**src/rtl/akarin_mem_pkg.sv**
```systemverilog
// Shared types for the unified-memory port arbiter.
// Owner tags and read-tracking entries.
package akarin_mem_pkg;

    localparam int MEM_AW = 12;
    localparam int MEM_DW = 32;

    typedef enum logic {
        OWN_INST,
        OWN_DATA
    } mem_owner_t;

    typedef struct packed {
        logic       v;
        mem_owner_t own;
    } rd_tag_t;

endpackage

```
**src/rtl/rd_tag_pipe.sv**
```systemverilog
// Read-tag shift pipeline: RD_LAT stages of {valid, owner}.
// Ports: clk, rst (async active-low clear), tag_in, tag_out.
import akarin_mem_pkg::*;

module rd_tag_pipe #(
    parameter int RD_LAT = 1
) (
    input  logic    clk,
    input  logic    rst,
    input  rd_tag_t tag_in,
    output rd_tag_t tag_out
);

    rd_tag_t stage [RD_LAT];

    always_ff @(posedge clk or negedge rst) begin
        if (!rst) begin
            for (int i = 0; i < RD_LAT; i++) begin
                stage[i] <= '{v: 1'b0, own: OWN_INST};
            end
        end else begin
            stage[0] <= tag_in;
            for (int i = 1; i < RD_LAT; i++) begin
                stage[i] <= stage[i-1];
            end
        end
    end

    assign tag_out = stage[RD_LAT-1];

endmodule

```
**src/rtl/mem_port_arbiter.sv**
```systemverilog
// Shares one single-port SRAM between fetch and load/store ports.
// Ports: i_* fetch, d_* data, m_* SRAM; clk, rst (async active-low).
import akarin_mem_pkg::*;

module mem_port_arbiter #(
    parameter int AW          = MEM_AW,
    parameter int DW          = MEM_DW,
    parameter int RD_LAT      = 1,
    parameter int MAX_DSTREAK = 4
) (
    input  logic          clk,
    input  logic          rst,
    input  logic          i_req,
    input  logic [AW-1:0] i_addr,
    output logic          i_gnt,
    output logic          i_rvalid,
    output logic [DW-1:0] i_rdata,
    input  logic          d_req,
    input  logic          d_we,
    input  logic [DW/8-1:0] d_be,
    input  logic [AW-1:0] d_addr,
    input  logic [DW-1:0] d_wdata,
    output logic          d_gnt,
    output logic          d_rvalid,
    output logic [DW-1:0] d_rdata,
    output logic          m_en,
    output logic          m_we,
    output logic [DW/8-1:0] m_be,
    output logic [AW-1:0] m_addr,
    output logic [DW-1:0] m_wdata,
    input  logic [DW-1:0] m_rdata
);

    localparam int SW = $clog2(MAX_DSTREAK + 1);

    logic [SW-1:0] streak;
    logic          streak_max;
    logic          inst_win;
    logic          data_win;
    rd_tag_t       tag_in;
    rd_tag_t       tag_out;

    assign streak_max = (streak == SW'(MAX_DSTREAK));

    // Data has priority unless fetch has waited out a full streak.
    always_comb begin
        inst_win = rst && i_req && (!d_req || streak_max);
        data_win = rst && d_req && !inst_win;
    end

    assign i_gnt = inst_win;
    assign d_gnt = data_win;

    always_comb begin
        m_en    = 1'b0;
        m_we    = 1'b0;
        m_be    = '0;
        m_addr  = '0;
        m_wdata = '0;
        if (inst_win) begin
            m_en   = 1'b1;
            m_be   = '1;
            m_addr = i_addr;
        end else if (data_win) begin
            m_en    = 1'b1;
            m_we    = d_we;
            m_be    = d_be;
            m_addr  = d_addr;
            m_wdata = d_wdata;
        end
    end

    // Streak only counts data grants that made a waiting fetch lose.
    always_ff @(posedge clk or negedge rst) begin
        if (!rst) begin
            streak <= '0;
        end else if (inst_win || !i_req) begin
            streak <= '0;
        end else if (data_win && !streak_max) begin
            streak <= streak + SW'(1);
        end
    end

    always_comb begin
        tag_in.v   = inst_win || (data_win && !d_we);
        tag_in.own = inst_win ? OWN_INST : OWN_DATA;
    end

    rd_tag_pipe #(
        .RD_LAT (RD_LAT)
    ) u_tag_pipe (
        .clk     (clk),
        .rst     (rst),
        .tag_in  (tag_in),
        .tag_out (tag_out)
    );

    assign i_rvalid = tag_out.v && (tag_out.own == OWN_INST);
    assign d_rvalid = tag_out.v && (tag_out.own == OWN_DATA);
    assign i_rdata  = m_rdata;
    assign d_rdata  = m_rdata;

endmodule
```
**config.mk**
```make
export PLATFORM = sky130hd
export DESIGN_NAME = mem_port_arbiter
export DESIGN_NICKNAME = d
export VERILOG_FILES = /design/src/rtl/akarin_mem_pkg.sv /design/src/rtl/rd_tag_pipe.sv /design/src/rtl/mem_port_arbiter.sv
export SDC_FILE = /design/constraint.sdc
export NUM_CORES = 1
export LEC_CHECK = 0
export CELL_PAD_IN_SITES_DETAIL_PLACEMENT = 0
export CELL_PAD_IN_SITES_GLOBAL_PLACEMENT = 2
export CORE_UTILIZATION = 10
export DETAILED_ROUTE_END_ITERATION = 10
export PLACE_DENSITY = 0.95
export REMOVE_ABC_BUFFERS = 1
export SLEW_MARGIN = 10
export SYNTH_ARGS = -nofsm -noshare
export SYNTH_HDL_FRONTEND = slang
export SYNTH_HIERARCHICAL = 1
export SYNTH_SLANG_ARGS = --single-unit
```
**constraint.sdc**
```tcl
create_clock -name clk -period 2.2 [get_ports clk]
set_input_delay 0.66 -clock clk [delete_from_list [all_inputs] [get_ports clk]]
set_output_delay 0.66 -clock clk [all_outputs]
set_load 0.005 [all_outputs]
```
## Word-level counts from Yosys, hierarchy flattened

Cells that the tools add are included.

- Flip-flop bits (word level): 5
- Bits of input ports: 97
- Output and inout bits: 118
- Logic and storage cells: 36

- Add/subtract/negate cells: 1
- Eq/ne operators: 1
- Muxes and demuxes: 13
- Bitwise logic cells: 1
- Reductions and logical operators: 17

Operators with widths:

| operator | count |
|---|---|
| $mux 32 | 2 |
| $mux 12 | 2 |
| $logic_and 1x1->1 | 8 |
| $mux 4 | 2 |
| $mux 3 | 2 |
| $logic_not 1->1 | 5 |
| $mux 1 | 5 |
| $add 3x1->3 const B | 1 |
| $eq 3x3->1 const B | 1 |
| $logic_or 1x1->1 | 3 |
| $reduce_bool 2->1 | 1 |
| $not 1->1 | 1 |

## Depth between registers and ports, before layout

Gate-level depths: netlist of the first run.

- Word-level depth: 8
- Mapped depth: 7
- Gate-level depth less buffers: 6

## By module

The synthesis of the first run kept the hierarchy.

By module, submodules not included:

| module | instances | cells an instance | area each (µm²) | sequential area each (µm²) |
|---|---|---|---|---|
| mem_port_arbiter | 1 | 152 | 1,133.6 | 75.1 |
| rd_tag_pipe | 1 | 2 | 50.0 | 50.0 |

## Worst setup path before layout of the first run

Ideal clock, no wire load.

- Path kind: input to output
- Start point: input d_req
- End point: output m_addr[10]
- Data arrival time: 1.525 ns
- Data required time: 1.540 ns
- Path slack: 0.015 ns
- Cell stages on the path: 6
- Buffers on the path: 2
- Path through: buf_4 -> a21bo_4 -> nand3_4 -> inv_2 -> buf_6 -> a22o_1

- Longest elaborated chain between the ends: 7
- Elaborated cells on any way between the ends: 8
- Those cells by class: mux (2); reduce/logical (6)

Ends and longest elaborated chain:

| element | RTL line | source |
|---|---|---|
| from (decl) | mem_port_arbiter.sv:18 | `input logic d_req,` |
| $logic_not 1->1 (*) | mem_port_arbiter.sv:47 | `inst_win = rst && i_req && (!d_req \|\| streak_max);` |
| $logic_or 1x1->1 (*) | mem_port_arbiter.sv:47 |  |
| $logic_and 1x1->1 (*) | mem_port_arbiter.sv:47 |  |
| via i_gnt | mem_port_arbiter.sv:15 | `output logic i_gnt,` |
| $logic_not 1->1 | mem_port_arbiter.sv:48 | `data_win = rst && d_req && !inst_win;` |
| $logic_and 1x1->1 | mem_port_arbiter.sv:48 |  |
| $mux 12 | mem_port_arbiter.sv:64 | `end else if (data_win) begin` |
| $mux 12 (*) | mem_port_arbiter.sv:60 | `if (inst_win) begin` |
| to (decl) | mem_port_arbiter.sv:29 | `output logic [AW-1:0] m_addr,` |

Mark *: on every way through the listed nets, which the timed path passes. The rest lies on a longest branch.

## Worst setup path in the final report of the first run

- Start point: register streak[0]
- End point: output m_addr[7]

- Longest elaborated chain between the ends: 7

Ends and longest elaborated chain:

| element | RTL line | source |
|---|---|---|
| from (decl) | mem_port_arbiter.sv:36 | `logic [SW-1:0] streak;` |
| from (signal assigned) | mem_port_arbiter.sv:80 | `streak <= streak + SW'(1);` |
| $eq 3x3->1 (*) | mem_port_arbiter.sv:43 | `assign streak_max = (streak == SW'(MAX_DSTREAK));` |
| $logic_or 1x1->1 (*) | mem_port_arbiter.sv:47 |  |
| $logic_and 1x1->1 (*) | mem_port_arbiter.sv:47 |  |
| $logic_not 1->1 | mem_port_arbiter.sv:48 |  |
| $logic_and 1x1->1 | mem_port_arbiter.sv:48 |  |
| $mux 12 | mem_port_arbiter.sv:64 |  |
| $mux 12 (*) | mem_port_arbiter.sv:60 |  |

Every way passes the cells marked *; elsewhere a longest branch is shown, timed or not.

==> results.json, run 1 <==
{
  "core_area_mm2": 0.0115,
  "drtAntennaViolNets": 0,
  "clock_latency_ps": 230,
  "clkTransAtPathRegs_ps": 30,
  "die_area_mm2": 0.0123,
  "vias_per_cell": 3.54,
  "post-route-period-util_pct": 107,
  "gr-max-usage-layer": "met2",
  "io_pins": 215,
  "hold_buffers": 0,
  "vias": 1344,
  "relSlewSlack_pct": 86.7,
  "worst_slack_ps": -153,
  "synth_area_mm2": 0.00118,
  "synth_cell_types": 24,
  "drive_gt1_share_pct": 54.0,
  "postSynthAreaPerCell_um2": 7.69,
  "drc": 0,
  "crit_arrival_ps": 1690,
  "ys_seq_area_share_pct": 10.6,
  "start_util_pct": 10.3,
  "grt_max_degree": 14,
  "fmax_ghz": 0.425,
  "setup.worst_path.start_class": "flip-flop",
  "drt_iter0_drc": 51,
  "ys_warn_count": 6,
  "p_sw_share_pct": 23.1,
  "crit_path_end": "m_addr[7]",
  "fp.dieW_um": 111,
  "setup.worst_path.class": "flip-flop to output pin",
  "hold_path.class": "input port to asynchronous set/reset pin",
  "violations": "negative setup slack",
  "cts_sinks": 5,
  "fp.dieH_um": 111,
  "num_antenna_cells": 0,
  "seqPwrFrac_pct": 12.2,
  "worst-path-stages": 8,
  "holdWs_ps": 473,
  "nets": 337,
  "rsz0062_at_grt": "true",
  "worstPathMaxFanout": 6,
  "period_minus_slack_ps": 2350,
  "ys_ff_latch": 5,
  "power.leakage_nw": 1.19,
  "grtUsageMet1_pct": 14.3,
  "worstRegToRegCells": 7,
  "post_synth_inst_count": 154,
  "cp_common_cell": "buf_6",
  "grt_use_met2_pct": 14.3,
  "grt_pass1_wl_mm": 9.98,
  "worst-path-buf-inv": 5,
  "total_power_mw": 0.802,
  "row_count": 39,
  "worstPathRequired_ps": 1540,
  "grt.met3_usage_pct": 8.15,
  "setup_viol": 46,
  "grt_pass1_vias": 1394,
  "powerDensity_mw_per_mm2": 308,
  "maxCapViolCount": 0,
  "yosysTopAreaCell": "buf_4",
  "internal-power_mw": 0.617,
  "drv_slew": 0,
  "wire_per_inst_um": 19.0,
  "status": "finished, violations left",
  "slowest_delay_ps": 370,
  "r2r-start": "streak[1]",
  "tightestPinTransition_ps": 199,
  "fin_worst_skew_ps": 0.502,
  "synth.top_cell.area_share_pct": 41.2,
  "firstDrtPassIters": 4,
  "cts_buffers": 3,
  "hold_viol_final": 0,
  "synth.area.top_cells": "buf_4, and2_1, dfrtp_1",
  "p_sw_mw": 0.185,
  "antenna_found_initial": 0,
  "endpoint_kind": "output pin",
  "r2r_slack_ps": 860,
  "wirelength_mm": 7.22,
  "slowest_stage": "dfrtp_1",
  "comb_power_share_pct": 50.2,
  "final_cell_area_mm2": 0.00260,
  "globalplace.congestion": 0.729,
  "crit_start": "streak[0]",
  "reg2reg_to": "u_tag_pipe/tag_out[1]",
  "place_hpwl_mm": 5.24,
  "h-tree-depth": 1,
  "clock_path_buffers": 2,
  "clockPowerShare_pct": 37.6,
  "synthToLayoutAreaGrowth_pct": 120,
  "port_buffers": 118,
  "crit_family": "buffers and inverters",
  "overflow": 0,
  "cts_tree": "built",
  "dpl-instance-area_mm2": 0.00212,
  "cts-root-buf": "clkbuf_16",
  "track_usage_pct": 11.3,
  "path_cells": "inv_2 > ha_4 > a31oi_4 > buf_6 > buf_6 > buf_12 > a22o_1 > buf_2",
  "ir_worst_vdd_mv": 0.158
}
[flip-flops by register name, indices dropped and copies added (netlist names)]
signal,count
streak,3
u_tag_pipe/tag_out,2
[repair_timing]
item / in CTS / in global routing
pin swaps: 33 / 15
resized for setup: 281 / 28
setup endpoints to repair: 52 / 51
buffers inserted: 13 / 4
cloned: 7 / 0
[cell usage after synthesis]
library cell and n:
buf_4 65, a21bo_4 1, nor2_1 3, inv_2 1, a211oi_1 1, o22ai_1 1
a31oi_4 1, o21ai_0 2, buf_2 3, ha_1 2, a22o_1 12, clkbuf_2 2
buf_6 1, and2_1 35, inv_1 3, nand3_1 4, dfrtp_1 5, nand4b_1 1
nand2_1 6, nand3_4 1, nor2b_1 1, nor3b_1 1, a21boi_0 1, o21a_1 1
[per-stage QoR]
step	TNS, ps	setup slack, ps	instances	util [%]
2_1_floorplan	0	13.6	83	-
3_3_place_gp	-40280	-824	356	18.5
3_5_place_dp	-40570	-838	356	18.5
4_1_cts	-7990	-244	379	21.6
5_1_grt	-6970	-214	380	22.7
6_report	-4420	-153	380	22.7
[per-layer routing]
layer  wire length (um)  vias up  share of wire (%)
met3               1040        5                 14
met5                  0        -                  0
met2               2940      105                 41
li1                   -      599                  -
met4                 69        0               0.96
met1               3170      635                 44
[worst min-delay path by stage]
stage                     slack (ps)       from   endpoint  cells after the start
after floorplan                  360        rst  streak[0]                      0
after detailed placement         650  streak[0]  streak[0]                      3
after global placement           630  streak[0]  streak[0]                      3
final                            470        rst  streak[1]                      3
after global routing             490        rst  streak[1]                      3
after CTS                        480        rst  streak[1]                      3
[layout by cell type, fill, tap and decap left out, types with 2 or more instances in the layout]
cell type / count
nand3_1: 4
nor2_1: 3
clkbuf_16: 3
buf_2: 17
inv_2: 2
clkdlybuf4s50_1: 63
buf_16: 7
buf_4: 15
a22o_1: 12
nand2_1: 4
o21ai_0: 2
and2_1: 4
and2_4: 31
buf_12: 2
buf_6: 44
dfrtp_1: 5
[power groups by stage]
stage | combinational [mW] | sequential, mW | clock (mW)
after floorplan | 0.0675 | 0.0984 | 0
after global placement | 0.310 | 0.0986 | 0
final | 0.403 | 0.0978 | 0.301
after global routing | 0.428 | 0.0980 | 0.316
after CTS | 0.381 | 0.0978 | 0.307
after detailed placement | 0.312 | 0.0987 | 0
[cells by family after synthesis]
logic type / synth area share (%)
flip-flops: 10.6
adder cells (fa/ha/maj): 2.11
buffers and inverters: 45.6
AND/OR/NAND/NOR: 26.4
AO/OA/AOI/OAI: 15.3
[tightest hold or removal path, cell delays in order]
cell and delay, ps:
buf_6 80, buf_6 120, buf_4 170
[area by class of cell]
type / count / area, um2
flip-flops and latches: 5 / 125
repair buffers: 150 / 1580
fillers: 1221 / 8860
clock buffers: 4 / 78.8
inverters: 4 / 22.5
well taps: 143 / 179
multi-input cells: 74 / 619
(Power assumes the default switching activity.)
==> run 2: changes to the inputs <==
Settings changed: CTS_CLUSTER_SIZE set to 10.
Clock period 2.2 ns to 2.9 ns, I/O delays scaled along.
==> run 2 against run 1 <==
The flow now finishes without violations. Clock skew about the same. Register-to-register slack improved by 730 ps. Count of clock-buffer cells in the layout unchanged. Global-route usage shrank 0.74 points. Wire length decreased by 7.4%. Non-clock buffer count is 16 lower. Combinational power is 39% lower. Highest routed layer unchanged. Hold slack gained 140 ps. Total power fell by 32%. Clock power fell by 25%. Via count decreased by 6.6%.
==> results.json, run 2 (synthesis results as in run 1) <==
{
  "fmax_ghz": 0.352,
  "largest_reg_flops": 3,
  "nets": 321,
  "tightestPinTransition_ps": 225,
  "post-route-period-util_pct": 98.0,
  "fillers": 1265,
  "final_cell_mix": "clkdlybuf4s50_1, and2_1, dlygate4sd2_1, a22o_1",
  "period_minus_slack_ps": 2840,
  "setup_viol": 0,
  "cp_common_cell": "clkdlybuf4s50_1",
  "dpl_worst_slack_ps": -557,
  "num_antenna_cells": 0,
  "antenna_found_initial": 0,
  "rsz0062_at_grt": "false",
  "hold_viol_final": 0,
  "holdWs_ps": 614,
  "overflow": 0,
  "h-tree-depth": 1,
  "multi_input_area_um2": 537,
  "powerDensity_mw_per_mm2": 237,
  "layout_commonest_cell": "clkdlybuf4s50_1",
  "final_cells": 364,
  "slowest_delay_ps": 490,
  "fin_worst_skew_ps": 0.646,
  "power.leakage_nw": 1.05,
  "firstDrtPassIters": 4,
  "clkTransAtPathRegs_ps": 30,
  "worst_slack_ps": 58.7,
  "vias_per_cell": 3.45,
  "wire_per_inst_um": 18.4,
  "setup.worst_path.class": "input port to output pin",
  "worstPathMaxFanout": 1,
  "cts_buffers": 3,
  "fp.dieH_um": 111,
  "fp.dieW_um": 111,
  "dpl-instance-area_mm2": 0.00208,
  "dpl.cell_count": 351,
  "clock_path_buffers": 2,
  "status": "finished clean",
  "globalplace.congestion": 0.741,
  "wl_met1_mm": 2.99,
  "ir_worst_vdd_mv": 0.125,
  "row_count": 39,
  "drt_iter0_drc": 47,
  "top_register": "streak",
  "synthToLayoutAreaGrowth_pct": 94.4,
  "io_pins": 215,
  "topRoutingLayerUsed": "met4",
  "track_usage_pct": 10.6,
  "start_util_pct": 10.3,
  "path_cells": "clkdlybuf4s50_1 > nand3_1 > nand2_1 > clkdlybuf4s50_1",
  "met3_length_mm": 1.03,
  "cts_tree": "built",
  "drtAntennaViolNets": 0,
  "slowest_stage": "clkdlybuf4s50_1",
  "cts_sinks": 5,
  "grt_pass1_vias": 1323,
  "final_core_util_pct": 20.1,
  "endpoint_kind": "output pin",
  "drv_slew": 0,
  "hold_path.class": "flip-flop to flip-flop",
  "die_area_mm2": 0.0123,
  "hold_buffers": 0,
  "place_hpwl_mm": 5.20,
  "final_cell_area_mm2": 0.00230,
  "clock_latency_ps": 230,
  "drc": 0,
  "setup.worst_path.start_class": "input port",
  "worstPathRequired_ps": 2030,
  "crit_arrival_ps": 1970,
  "wl_met2_mm": 2.61,
  "maxCapViolCount": 0,
  "drive_gt1_share_pct": 22.2,
  "vias": 1255,
  "port_buffers": 118,
  "core_area_mm2": 0.0115,
  "cts-root-buf": "clkbuf_16",
  "grt_max_degree": 14,
  "seqCellArea_um2": 125,
  "relSlewSlack_pct": 85.0,
  "grt_pass1_wl_mm": 9.40,
  "wirelength_mm": 6.69
}
run 2: changes by cell type in the layout (fill, tap and decap cells not counted), moves of 7 or more:
cell / change
and2_1: +26
and2_4: -26
buf_2: -9
buf_4: -7
buf_6: -38
clkdlybuf4s15_2: +7
clkdlybuf4s50_1: +7
dlygate4sd2_1: +26
run 2: timing repair:
item,4_1_cts,5_1_grt
pin swaps,2,1
cloned,4,0
endpoints found under the setup margin,52,17
resized for setup,110,8
setup buffers,6,0
run 2: critical path, delay by kind of cell:
family	cells	cell delay [ps]
buffers and inverters	2	940
AND/OR/NAND/NOR	2	160
run 2: worst paths after layout:
kind / depth (start not counted) / endpoint / slack, ps / start
max in group asynchronous: 3 / u_tag_pipe/tag_out[0] / 2030 / rst
min in group asynchronous: 3 / streak[2] / 740 / rst
min: 2 / streak[0] / 610 / streak[0]
min reg2reg: 2 / streak[0] / 610 / streak[0]
max: 4 / m_be[2] / 60 / d_be[2]
max reg2reg: 6 / u_tag_pipe/tag_out[1] / 1590 / streak[0]
run 2: per-stage QoR:
| step | total power [mW] | setup TNS [ps] |
|---|---|---|
| floorplan | 0.126 | 0 |
| global placement | 0.307 | -25770 |
| detailed placement | 0.307 | -26060 |
| CTS | 0.550 | 0 |
| global route | 0.573 | 0 |
| finish | 0.546 | 0 |
run 2: cell type report:
class | instances | area share (%)
clock buffers | 4 | 3.43
inverters | 4 | 0.761
multi-input cells | 74 | 23.3
flip-flops and latches | 5 | 5.44
well taps | 143 | 7.78
repair buffers | 134 | 59.3
run 2: power by group:
| group | switching [mW] | internal [mW] |
|---|---|---|
| Combinational | 0.0729 | 0.174 |
| Sequential | 0.00157 | 0.0728 |
| Clock | 0.0431 | 0.182 |
| Total | 0.118 | 0.428 |
run 2: routing by layer:
metal	vias up	GRT usage [%]
met5	-	6.25
met4	0	2.93
met3	4	7.98
met2	105	13.0
met1	578	13.4
li1	568	-
==> run 3: changes to the inputs <==
Settings changed: CORE_ASPECT_RATIO set to 1.1, CTS_CLUSTER_SIZE 10 to unset.
==> run 3 against run 2 <==
The run now ends with negative setup slack left. Sequential share of layout area grew 0.19 points. Combinational power down 7%. Clock skew increased by 0.62 ps. Sequential cell count unchanged. Critical path type unchanged. Largest cell class unchanged. Largest power group unchanged.
==> results.json, run 3 (synthesis results as in run 1) <==
{
  "status": "finished, violations left",
  "violations": "negative setup slack",
  "globalplace.congestion": 0.622,
  "drive_gt1_share_pct": 21.6,
  "worst-path-buf-inv": 6,
  "seqPwrFrac_pct": 14.0,
  "fillers": 1284,
  "layout_commonest_cell": "clkdlybuf4s50_1",
  "hold_viol_final": 0,
  "powerDensity_mw_per_mm2": 238,
  "tightestPinTransition_ps": 233,
  "post-route-period-util_pct": 100,
  "worst_slack_ps": -4.81,
  "cts_sinks": 5,
  "cts_buffers": 3,
  "path_cells": "buf_2 > a31oi_4 > buf_6 > buf_6 > buf_12 > buf_16 > and2_1 > clkdlybuf4s15_1",
  "vias": 1316,
  "num_antenna_cells": 0,
  "holdWs_ps": 598,
  "multi_input_area_um2": 529,
  "comb_power_share_pct": 43.1,
  "period_minus_slack_ps": 2900,
  "wirelength_mm": 6.63,
  "vias_per_cell": 3.54,
  "track_usage_pct": 10.2,
  "hold_path.class": "input port to asynchronous set/reset pin",
  "drtAntennaViolNets": 0,
  "port_buffers": 118,
  "largest_reg_flops": 3,
  "seqCellArea_um2": 125,
  "setup.worst_path.class": "input port to output pin",
  "io_pins": 215,
  "grt_max_degree": 20,
  "maxCapViolCount": 0,
  "worstPathRequired_ps": 2030,
  "fp.dieH_um": 116,
  "start_util_pct": 10.3,
  "slowest_stage": "a31oi_4",
  "internal-power_mw": 0.413,
  "p_sw_share_pct": 22.0,
  "nets": 322,
  "endpoint_kind": "output pin",
  "drc": 0,
  "rsz0062_at_grt": "true",
  "clkTransAtPathRegs_ps": 30,
  "die_area_mm2": 0.0123,
  "wire_per_inst_um": 17.8,
  "slowest_delay_ps": 260,
  "synthToLayoutAreaGrowth_pct": 87.9,
  "firstDrtPassIters": 4,
  "fin_worst_skew_ps": 1.27,
  "crit_arrival_ps": 2030,
  "drt_iter0_drc": 64,
  "cts_tree": "built",
  "hold_buffers": 0,
  "h-tree-depth": 1,
  "grt_pass1_vias": 1255,
  "cp_common_cell": "buf_6",
  "ir_worst_vdd_mv": 0.116,
  "fmax_ghz": 0.344,
  "overflow": 0,
  "clockPowerShare_pct": 42.9,
  "total_power_mw": 0.530,
  "crit_family": "buffers and inverters",
  "setup_viol": 1,
  "power.leakage_nw": 1.19,
  "setup.worst_path.start_class": "input port",
  "cts-root-buf": "clkbuf_16",
  "p_sw_mw": 0.117,
  "row_count": 41,
  "fp.dieW_um": 106,
  "grt_pass1_wl_mm": 8.80,
  "core_area_mm2": 0.0115,
  "clock_path_buffers": 2,
  "final_cell_mix": "clkdlybuf4s50_1, and2_1, dlygate4sd2_1, clkbuf_2, dlymetal6s2s_1",
  "worstPathMaxFanout": 19,
  "antenna_found_initial": 0,
  "top_register": "streak",
  "place_hpwl_mm": 5.37,
  "drv_slew": 0,
  "clock_latency_ps": 230,
  "final_core_util_pct": 19.4,
  "relSlewSlack_pct": 84.4
}
[run 3: cell types whose count changed in the layout (fill, tap and decap cells not counted), moves of 5 or more]
cell / delta
dlygate4sd2_1: -9
clkdlybuf4s50_1: -5
clkdlybuf4s15_2: -7
buf_2: -6
clkbuf_2: +17
dlymetal6s2s_1: +14
[run 3: through the flow]
step	worst slack [ps]	area, um2	instances	TNS (ps)
6_report	-4.81	2220	372	-4.81
3_5_place_dp	-592	2110	360	-26760
4_1_cts	-99.0	2220	367	-922
2_1_floorplan	294	659	83	0
5_1_grt	-77.0	2220	372	-77.0
3_3_place_gp	-572	2110	360	-26190
[run 3: what timing repair did]
action	in CTS	in global routing
setup endpoints to repair	52	19
gates cloned	1	0
pin swaps	1	0
buffers inserted	2	5
resized for setup	70	39
[run 3: routing by layer]
layer | GRT usage [%] | part of all wire [%] | up-vias
met5 | 5.56 | 0.60 | -
met4 | 2.96 | 0.77 | 2
met3 | 9.93 | 24 | 7
met2 | 12.8 | 37 | 168
met1 | 11.3 | 38 | 568
li1 | - | - | 571
[run 3: layout make-up]
class	instances	share of cell area, %
Sequential cell	5	5.62
Tap cell	150	8.44
Timing Repair Buffer	135	57.7
Clock buffer	4	3.54
Inverter	4	0.900
Multi-Input combinational cell	74	23.8
[run 3: worst paths after layout]
path | end | depth (start not counted) | from | slack [ps]
setup / recovery | m_wdata[5] | 8 | i_req | -5
hold / removal | streak[0] | 2 | rst | 600
setup reg to reg | u_tag_pipe/tag_out[1] | 6 | streak[0] | 1560
hold reg to reg | streak[0] | 2 | streak[0] | 620
max in group asynchronous | u_tag_pipe/tag_out[1] | 3 | rst | 2140
min in group clk | streak[0] | 2 | streak[0] | 620
[run 3: power by group through the flow]
stage	combinational [mW]	sequential (mW)	clock, mW
floorplan	0.0512	0.0747	0
global placement	0.233	0.0750	0
detailed placement	0.235	0.0749	0
CTS	0.233	0.0741	0.236
global route	0.248	0.0745	0.240
finish	0.229	0.0741	0.227
